[src/rtl/hazard_ctrl_pkg.sv]
// Shared types and constants for the pipeline hazard/stall controller.
package hazard_ctrl_pkg;

   localparam int REG_IDX_W = 5;
   localparam logic [REG_IDX_W-1:0] REG_X0 = '0;

   typedef enum logic {
      RUN      = 1'b0,
      LU_STALL = 1'b1
   } stall_state_e;

endpackage

[src/rtl/hazard_perf_counters.sv]
// Stall / flush / freeze event counters, wrapping modulo 2^CNT_W.
module hazard_perf_counters #(
   parameter int CNT_W = 32
) (
   input  logic             clk,
   input  logic             reset_n,
   input  logic             stall_evt,
   input  logic             flush_evt,
   input  logic             freeze_evt,
   output logic [CNT_W-1:0] stall_cnt,
   output logic [CNT_W-1:0] flush_cnt,
   output logic [CNT_W-1:0] freeze_cnt
);

   logic [2:0]            evt;
   logic [2:0][CNT_W-1:0] cnt_all;

   assign evt = {freeze_evt, flush_evt, stall_evt};

   genvar gi;
   generate
      for (gi = 0; gi < 3; gi++) begin : g_cnt
         logic [CNT_W-1:0] cnt_reg;

         always_ff @(posedge clk or negedge reset_n) begin
            if (!reset_n) begin
               cnt_reg <= '0;
            end else if (evt[gi]) begin
               cnt_reg <= cnt_reg + 1'b1;
            end
         end

         assign cnt_all[gi] = cnt_reg;
      end
   endgenerate

   assign stall_cnt  = cnt_all[0];
   assign flush_cnt  = cnt_all[1];
   assign freeze_cnt = cnt_all[2];

endmodule

[src/rtl/pipeline_stall_controller.sv]
// Load-use stall / branch flush / dmem freeze sequencer for the 5-stage pipeline.
// Define HAZARD_PERF_CNT_EN to add the stall/flush/freeze performance counters.
module pipeline_stall_controller
   import hazard_ctrl_pkg::*;
#(
   parameter int LOAD_USE_STALL = 1,
   parameter int CNT_W          = 32
) (
   input  logic                 clk,
   input  logic                 reset_n,
   input  logic [REG_IDX_W-1:0] IFID_rs1,
   input  logic [REG_IDX_W-1:0] IFID_rs2,
   input  logic                 IFID_uses_rs2,
   input  logic [REG_IDX_W-1:0] IDEX_rd,
   input  logic                 IDEX_MemRead,
   input  logic                 branch_taken,
   input  logic                 EXMEM_MemAccess,
   input  logic                 dmem_ready,
   output logic                 PCWrite,
   output logic                 IFID_Write,
   output logic                 IFID_Flush,
   output logic                 IDEX_mux_out,
   output logic                 IDEX_Flush,
   output logic                 EXMEM_Write,
   output logic                 MEMWB_bubble
`ifdef HAZARD_PERF_CNT_EN
   ,
   output logic [CNT_W-1:0]     stall_cnt,
   output logic [CNT_W-1:0]     flush_cnt,
   output logic [CNT_W-1:0]     freeze_cnt
`endif
);

   localparam int LU_CNT_W = $clog2(LOAD_USE_STALL + 1);
   localparam logic [LU_CNT_W-1:0] LU_INIT = LU_CNT_W'(LOAD_USE_STALL - 1);
   localparam logic [LU_CNT_W-1:0] LU_LAST = LU_CNT_W'(1);

   generate
      if (LOAD_USE_STALL < 1 || LOAD_USE_STALL > 15 || CNT_W < 1) begin : g_bad_param
         $error("pipeline_stall_controller: LOAD_USE_STALL must be 1..15 and CNT_W >= 1");
      end
   endgenerate

   stall_state_e        state_reg, state_next;
   logic [LU_CNT_W-1:0] lu_cnt_reg, lu_cnt_next;
   logic                lu_hit;
   logic                frz;

   assign lu_hit = IDEX_MemRead && (IDEX_rd != REG_X0) &&
                   ((IDEX_rd == IFID_rs1) || (IFID_uses_rs2 && (IDEX_rd == IFID_rs2)));
   assign frz    = EXMEM_MemAccess && !dmem_ready;

   always_comb begin
      PCWrite      = 1'b1;
      IFID_Write   = 1'b1;
      IFID_Flush   = 1'b0;
      IDEX_mux_out = 1'b1;
      IDEX_Flush   = 1'b0;
      EXMEM_Write  = 1'b1;
      MEMWB_bubble = 1'b0;
      state_next   = state_reg;
      lu_cnt_next  = lu_cnt_reg;

      if (frz) begin
         // Whole front end holds; MEM/WB gets a bubble so WB does not replay.
         PCWrite      = 1'b0;
         IFID_Write   = 1'b0;
         EXMEM_Write  = 1'b0;
         MEMWB_bubble = 1'b1;
      end else if (branch_taken) begin
         IFID_Flush  = 1'b1;
         IDEX_Flush  = 1'b1;
         state_next  = RUN;
         lu_cnt_next = '0;
      end else if (state_reg == LU_STALL) begin
         PCWrite      = 1'b0;
         IFID_Write   = 1'b0;
         IDEX_mux_out = 1'b0;
         lu_cnt_next  = lu_cnt_reg - 1'b1;
         if (lu_cnt_reg == LU_LAST) begin
            state_next = RUN;
         end
      end else if (lu_hit) begin
         PCWrite      = 1'b0;
         IFID_Write   = 1'b0;
         IDEX_mux_out = 1'b0;
         if (LOAD_USE_STALL > 1) begin
            state_next  = LU_STALL;
            lu_cnt_next = LU_INIT;
         end
      end

      if (!reset_n) begin
         PCWrite      = 1'b0;
         IFID_Write   = 1'b0;
         IFID_Flush   = 1'b0;
         IDEX_mux_out = 1'b0;
         IDEX_Flush   = 1'b0;
         EXMEM_Write  = 1'b0;
         MEMWB_bubble = 1'b0;
      end
   end

   always_ff @(posedge clk or negedge reset_n) begin
      if (!reset_n) begin
         state_reg  <= RUN;
         lu_cnt_reg <= '0;
      end else begin
         state_reg  <= state_next;
         lu_cnt_reg <= lu_cnt_next;
      end
   end

`ifdef HAZARD_PERF_CNT_EN
   hazard_perf_counters #(
      .CNT_W(CNT_W)
   ) u_perf (
      .clk       (clk),
      .reset_n   (reset_n),
      .stall_evt (!IDEX_mux_out && !frz),
      .flush_evt (IFID_Flush),
      .freeze_evt(frz),
      .stall_cnt (stall_cnt),
      .flush_cnt (flush_cnt),
      .freeze_cnt(freeze_cnt)
   );
`else
   // Counter ports and logic are absent in this build.
`endif

endmodule
[config.mk]
export PLATFORM = sky130hd
export DESIGN_NAME = pipeline_stall_controller
export DESIGN_NICKNAME = d
export VERILOG_FILES = /design/src/rtl/hazard_ctrl_pkg.sv /design/src/rtl/hazard_perf_counters.sv /design/src/rtl/pipeline_stall_controller.sv
export SDC_FILE = /design/constraint.sdc
export NUM_CORES = 1
export LEC_CHECK = 0
export ABC_AREA = 1
export CORE_MARGIN = 4
export CORE_UTILIZATION = 28
export DETAILED_ROUTE_END_ITERATION = 12
export HOLD_SLACK_MARGIN = 0.15
export PLACE_DENSITY = 0.73
export SLEW_MARGIN = 25
export SYNTH_ARGS = -nofsm -noshare
export SYNTH_HDL_FRONTEND = slang
export SYNTH_HIERARCHICAL = 1
export SYNTH_SLANG_ARGS = --single-unit
[constraint.sdc]
create_clock -name clk -period 0.8 [get_ports clk]
set_input_delay 0.08 -clock clk [delete_from_list [all_inputs] [get_ports clk]]
set_output_delay 0.08 -clock clk [all_outputs]
set_load 0.1 [all_outputs]
==> run summary, run 1 <==
The run finished, with violations left. The checks that failed: setup timing. Sorting the synthesized cells by area gives the leading types as nand2_1 33%, inv_1 23%, dfrtp_1 14%, nor2_1 10%, nand3_1 4.1%. The total power per unit cell area is between 1000 and 1500 mW/mm^2.

In the final layout, flip-flops and latches occupy around 50 um^2. Across the routed clock network, the largest skew measured is slightly below 0.003 ns. The I/O pin count is 29. The path with the worst hold slack has its endpoint at state_reg$_DFFE_PN0N_. The detailed placement HPWL came out at 947 um. The internal power summed over all cells is approximately 600 uW. TritonCTS built the clock tree. The initial antenna violation count came out at 0. For this run, the top clock speed supported by timing is 768 MHz.

The share of power burned in registers came out at between 10 and 15%. The total via count in the routed design is about 580. The via count of the first global-routing pass came out at roughly 550.

The sequential area share after synthesis is roughly 14%. The wire length after detailed routing is around 1300 um. The die boundary height came out at 44.1 um.

The slowest stage of the critical path belongs to the cell dfrtp_1. The clock transition at the register clock pins on the worst setup and hold paths after CTS came out at ~0.03 ns. Summing all multi-input logic gate instances after layout gives roughly 320 um^2. The fraction of power spent switching nets is between 40% and 50%.

The biggest fanout along the worst timing path is 2. In this run the critical register-to-register path is launched from state_reg$_DFFE_PN0N_. The maximum number of pins on one net before global-route repair is 5. The count of endpoints failing hold in the final timing report came to 0. The count of antenna-violating nets left after detailed routing is 0.

The initial DRC count came out at 4. The delay contributed by the slowest stage of the critical path came out at ~0.36 ns. The area of the mapped netlist came out at approximately 360 um^2. The tree is rooted in a clkbuf_4. Dividing the final minimum period by the clock period gives 163%.

The number of warning messages in the yosys log is 6. The area share of the largest cell type after synthesis came out at 33.0%. For this configuration, the core starts out at a cell density of between 30% and 40%.

Setup repair after global routing could not meet its margin everywhere. Relative to the synthesized area, the layout overhead comes to 151%. The overall die area came out at a little under 0.002 mm^2.

The filler cells instantiated in the layout total 87. At the worst endpoint, the arrival time is about 1.2 ns. The combined buffer and inverter count along the critical path is 3.

After synthesis, the mean cell area works out to about 4.6 um^2. The count of cells along the worst register-to-register path is 6. Setup violations remaining at the end of the flow were counted as 8. The min-delay analysis places its worst path in the category input port to register. The count of antenna diodes in the layout came out at 0.

The final-stage net count came out at around 140. The worst setup path is of the register to output port kind. The maximum buffer depth of the clock tree is 2. For the worst setup path, the data required time is between 0.7 and 0.8 ns. In the synthesized netlist the dominant register cell turns out to be dfrtp_1.

The cell family contributing the most delay on the critical path is buffers and inverters. The number of instances in the synthesized netlist came out at roughly 80. The worst setup path is captured at an output port. The switching power total is 485 uW. The DRC violation count after routing is 0. VDD sags by at most just under 0.001 V.

The count of input and output buffers came out at 28. Timing analysis after detailed placement gives a worst setup slack of -0.851 ns. In this run the most critical hold path is launched from dmem_ready.

Walking the worst path, the cells encountered are inv_2 -> nand2_2 -> buf_6 -> a21oi_4 -> buf_12. For the worst-skew pair, the clock arrives at the later sink with an insertion delay of 0.23 ns. The total global-route track usage is roughly 15%. The number of sinks handled by clock tree synthesis is 2.

The largest area contributor in the synthesized netlist is nand2_1. For the finished layout, the period the worst path requires is 1.30 ns. The cell count of the worst hold path came out at 4. The setup slack of the critical path after layout is -0.503 ns. The number of max-cap violations is 0. The count of H-tree levels built during CTS is 1. In the synthesized netlist, the cells that appear most often are 32 x nand2_1, 22 x inv_1, 10 x nor2_1. The synthesized netlist net count is roughly 100. For the final routed database, the setup TNS stands at -2.08 ns.

After detailed routing, the average wire length per cell comes to approximately 9.8 um. The combinational fraction of design power came out at between 60% and 70%. The cell with the most instances after synthesis is nand2_1. The fraction of layout cells with a size suffix above 1 came out at a little over half.

The die is about 44 um wide. The placement row count came out at 12. STA classifies the critical path startpoint as a register. The count of pins over their slew limit came out at 0. The synthesis-stage register bit count is 2. The first detailed-routing pass ran for 4 iterations. The placeable core area is about 0.0012 mm^2.

The clock network fraction of total power came out at about a fifth. The minimum setup slack among reg-to-reg paths is -0.26 ns. Counting flops with a built-in enable in the synthesized netlist gives 0.

For this run the aggregate overflow at the end of global routing stands at 0. The share of flip-flops with an asynchronous set or reset is between 90% and 100%. The headroom to the max-slew limit came out at between 80 and 90%. The global-route wire length before repair is 2200 um.

In this run the critical register-to-register path is captured at lu_cnt_reg$_DFFE_PN0P_. The last weighted congestion value of the routability-driven placer is ~0.73. The static leakage came out at between 0.0005 and 0.0006 uW.

The number of unique standard cell types used by synthesis is 11. The pin slew with the least headroom to its limit came out at between 0.15 and 0.2 ns. The CTS buffer count came out at 3. The ratio of routed vias to standard cells came out at around 4.3.
worst reg2reg max path, cell delays in order, from the launching register on:
cell,delay [ns]
dfrtp_1,0.32
inv_2,0.05
buf_4,0.13
buf_6,0.11
a21oi_4,0.16
nand3_2,0.12
o21ai_2,0.09
power groups by stage:
stage	logic (uW)	clock network [uW]	registers, uW
finish	734	226	124
global route	781	257	128
CTS	696	244	123
detailed placement	644	0	123
global placement	635	0	123
floorplan	381	0	122
per-stage QoR:
step | hold slack [ns] | std cells | area, um^2 | utilization, % | total power [uW]
floorplan | -0.216 | 79 | 454 | - | 504
global placement | 0.374 | 126 | 835 | 71.3 | 758
detailed placement | 0.375 | 126 | 835 | 71.3 | 767
CTS | 0.143 | 133 | 875 | 74.7 | 1060
global route | 0.151 | 133 | 912 | 77.9 | 1170
finish | 0.145 | 133 | 912 | 77.9 | 1080
metal layers:
metal,vias to the layer above,track usage (%),routed length [um]
met5,-,0,0
met4,0,9.04,16
met3,2,1.22,85
met2,21,27.0,701
met1,250,17.3,500
li1,304,-,-
area by class of cell:
cell class                 count  share of cell area, %
clock buffer                   3                   2.47
inverter                      23                   11.1
multi-input combinational     52                   35.0
sequential                     2                   5.49
tap                           14                   1.92
timing repair buffer          39                   44.0
cells in the final DEF (no fill, tap or decap):
master	netlist	layout
a21oi_4	0	2
buf_12	0	7
buf_2	0	10
buf_4	2	8
buf_6	0	8
buf_8	0	1
clkbuf_4	0	3
clkdlybuf4s15_1	0	1
clkinv_8	0	1
dfrtp_1	2	2
dlygate4sd2_1	0	3
dlygate4sd3_1	0	1
inv_1	22	11
inv_2	1	10
inv_4	0	1
nand2_1	32	27
nand2_2	0	2
nand2_4	0	2
nand2_8	0	1
nand3_1	3	2
nand3_2	0	1
nand4_1	1	1
nor2_1	10	4
nor2_2	0	2
nor2_4	0	4
o21ai_1	0	1
o21ai_2	0	2
xnor2_1	1	1
repair_timing:
action | in CTS | in global routing
hold buffers | 1 | 0
hold endpoints to repair | 3 | 0
gates resized for setup | 99 | 11
pin swaps | 28 | 11
setup buffers | 3 | 1
setup endpoints to repair | 9 | 8
worst max path at each step:
| stage | from | endpoint | slack (ns) | cells past startpoint |
|---|---|---|---|---|
| final | state_reg$_DFFE_PN0N_ | IFID_Write | -0.50 | 5 |
| after global placement | IDEX_rd[3] | IDEX_mux_out | -0.83 | 13 |
| after detailed placement | IDEX_rd[2] | IFID_Write | -0.85 | 10 |
| after floorplan | reset_n | PCWrite | -0.95 | 5 |
| after CTS | state_reg$_DFFE_PN0N_ | IFID_Write | -0.50 | 5 |
| after global routing | state_reg$_DFFE_PN0N_ | PCWrite | -0.57 | 5 |
cells by family after synthesis:
kind of cell | synth area share (%)
flops | 13.7
simple gates | 49.1
buf+inv | 27.8
compound gates | 6.87
xor+xnor | 2.41
Power figures use the tool's default switching activity.
==> run 2: changes to the inputs <==
--- a/config.mk
+++ b/config.mk
@@ -6,11 +6,12 @@
 export NUM_CORES = 1
 export LEC_CHECK = 0
 export ABC_AREA = 1
-export CORE_MARGIN = 4
+export CORE_MARGIN = 2
 export CORE_UTILIZATION = 28
 export DETAILED_ROUTE_END_ITERATION = 12
 export HOLD_SLACK_MARGIN = 0.15
 export PLACE_DENSITY = 0.73
+export SKIP_LAST_GASP = 1
 export SLEW_MARGIN = 25
 export SYNTH_ARGS = -nofsm -noshare
 export SYNTH_HDL_FRONTEND = slang
==> run summary, run 2 (synthesis gave the netlist of run 1 again) <==
The biggest fanout along the worst timing path is 2. For the finished layout, the period the worst path requires is about 1.3 ns. The flow ran to the end, but the final reports show violations.

Prior to clock tree synthesis, the placed netlist has a worst setup slack of -0.861 ns. The type of destination of the critical path is an output port. Clock tree synthesis selected as its root buffer the cell clkbuf_4. Combinational cells account for between 60% and 70% of the total power. Per report_power, the sequential group accounts for 11.9% of the total. In this run the worst setup path terminates at IFID_Write. The placed standard-cell area is ~830 um^2. In the final layout, the share of cells above drive strength 1 is approximately 53%. In the layout the commonest cells are 29 x nand2_1, 11 x inv_2, 11 x inv_1.

The clock tree from TritonCTS is built. Setup violations remaining at the end of the flow were counted as 9. Setup repair after global routing could not meet its margin everywhere. The origin of the worst setup path is state_reg$_DFFE_PN0N_. The tightest min-delay check is of the input port to register type. The internal portion of the total power is around 560 uW. Walking the worst path, the cells encountered are inv_2 -> nand2_2 -> buf_6 -> a21oi_4 -> buf_12. The total global-route track usage came out at between 10% and 20%. In this run the standard cell core region covers roughly 0.0012 mm^2. The number of max-cap violations came out at 0. The signal arrival time at the worst endpoint came out at 1.22 ns. The number of gates on the worst path with buffers counted is 5. The met3 routing resource usage after global routing is less than 1%.

The insertion delay to the later sink of the worst-skew pair is between 0.2 and 0.25 ns. In this run the core area contains 12 standard-cell rows. The static leakage came out at between 0.0004 and 0.0005 uW. The busiest layer in global routing is met2. The die boundary height came out at about 40 um. The global-route wire length before repair is 2070 um. 0 antenna diodes ended up in the layout.

In the routed design, unresolved DRC markers number 0. After routing, the total negative slack on setup checks comes to -1.87 ns. The number of iterations in the first detailed-routing pass is 4. Together, buffers and inverters on the worst path number 3. The layout overhead on the synthesized area is 137%. The via count of the first global-routing pass is ~510. For met1 alone, demand over resource in global routing was a little over a fifth. Total power for the finished layout comes to 1040 uW. The terminus of the critical flop-to-flop path is state_reg$_DFFE_PN0N_. Counting cells, the worst reg-to-reg path comes to 5. The ratio of routed vias to standard cells is around 4.4. The maximum number of pins on one net before global-route repair is 5. On the worst path, the slowest cell contributes a delay of between 0.3 and 0.4 ns.

The final reports fail on setup timing. The worst register-to-register path begins at state_reg$_DFFE_PN0N_. The cell family contributing the most delay on the critical path is buffers and inverters.

The setup slack of the critical path after layout came out at -0.497 ns. The wire length after detailed routing came out at around 1300 um. The fraction of power spent switching nets is around 46%. The effective utilization at floorplan is between 30% and 40%. The required time of the critical path is 0.72 ns.

The worst setup path is launched from a register. The pin slew with the least headroom to its limit is 0.190 ns. The critical path is of the register to output port type. The I/O pin count came out at 29. The count of H-tree levels built during CTS is 1.

Static timing analysis puts the maximum clock frequency at just under 800 MHz. The floorplan step set the die width to around 40 um. Hold timing on the final database bottoms out at a slack of about 0.27 ns. The switching power total came out at roughly 480 uW. The total via count in the routed design is 584. The overall overflow remaining after global route is 0. The count of endpoints failing hold in the final timing report is 0. The average wire length per cell after detail routing came out at 9.80 um.

The last weighted congestion value of the routability-driven placer came out at a little under 0.8. The clock network fraction of total power came out at 22.3%. The headroom to the max-slew limit came out at between 80 and 90%. After the last flow step, the layout net total stands at approximately 140. The worst voltage drop across the vdd grid came out at approximately 0.001 V. The count of pins over their slew limit came out at 0. For this design the ratio of total power to cell area is roughly 1200 mW/mm^2. The count of antenna-violating nets left after detailed routing is 0. The number of sinks handled by clock tree synthesis is 2. The overall die area came out at 0.00160 mm^2. Counting along the longest clock path gives a buffer depth of 2. After clock tree synthesis, the clock-pin slew on the worst setup and hold paths is 0.03 ns. For this block, the initial DRC count from the detailed router was 11. The initial antenna violation count came to 0. The CTS buffer count came out at 3. The finished cells cover about 860 um^2. The count of input and output buffers came out at 28. The slowest stage cell on the critical path is dfrtp_1.

The met2 track demand over resource came out at 36.3%. The worst-case clock skew came out at approximately 0.0035 ns. The minimum setup slack among reg-to-reg paths came out at -0.14 ns. The most common cell after layout, fill and taps aside is nand2_1.

The detailed placement HPWL is just under 1000 um. Dividing the final minimum period by the clock period gives 162%.
==> run 2: power groups by stage <==
stage,registers [uW],logic (uW),clock network [uW]
after CTS,124,645,250
after global placement,123,627,0
after floorplan,122,381,0
after global routing,124,731,245
final,124,684,232
after detailed placement,124,635,0
==> run 2: final cells by class <==
cell class | count | area [um^2]
Inverter | 23 | 98.8
Clock buffer | 3 | 22.5
Tap cell | 14 | 17.5
Sequential cell | 2 | 50.0
Multi-Input combinational cell | 52 | 312
Fill cell | 105 | 294
Timing Repair Buffer | 38 | 362
==> run 2: through the flow <==
stage,utilization [%],instances
floorplan,-,79
detailed placement,71.5,125
global route,74.6,132
finish,74.6,132
CTS,74.0,131
global placement,71.5,125
==> run 2: worst register-to-register path, stage by stage (launching register included) <==
cell,delay [ns]
dfrtp_1,0.33
inv_2,0.05
buf_4,0.14
a21oi_4,0.17
nand3_4,0.10
o21ai_2,0.07
==> run 2: routing by layer <==
layer | part of all wire (%) | wire (um)
met1 | 39 | 505
met2 | 53 | 692
met4 | 2.6 | 33
met5 | 0 | 0
met3 | 4.9 | 63
==> run 2: worst min-delay path by stage <==
stage | startpoint | to | slack (ns) | cells after the start
6_report | dmem_ready | lu_cnt_reg$_DFFE_PN0P_ | 0.27 | 4
5_1_grt | dmem_ready | lu_cnt_reg$_DFFE_PN0P_ | 0.29 | 4
4_1_cts | dmem_ready | lu_cnt_reg$_DFFE_PN0P_ | 0.24 | 4
3_5_place_dp | reset_n | state_reg$_DFFE_PN0N_ | 0.39 | 2
3_3_place_gp | reset_n | state_reg$_DFFE_PN0N_ | 0.38 | 2
2_1_floorplan | reset_n | lu_cnt_reg$_DFFE_PN0P_ | -0.22 | 0
==> run 2: repair_timing <==
action / CTS / global route
gates resized for setup: 72 / 20
endpoints found under the setup margin: 9 / 8
hold buffers: 1 / 0
endpoints found under the hold margin: 2 / 0
buffers inserted: 2 / 1
pin swaps: 21 / 15
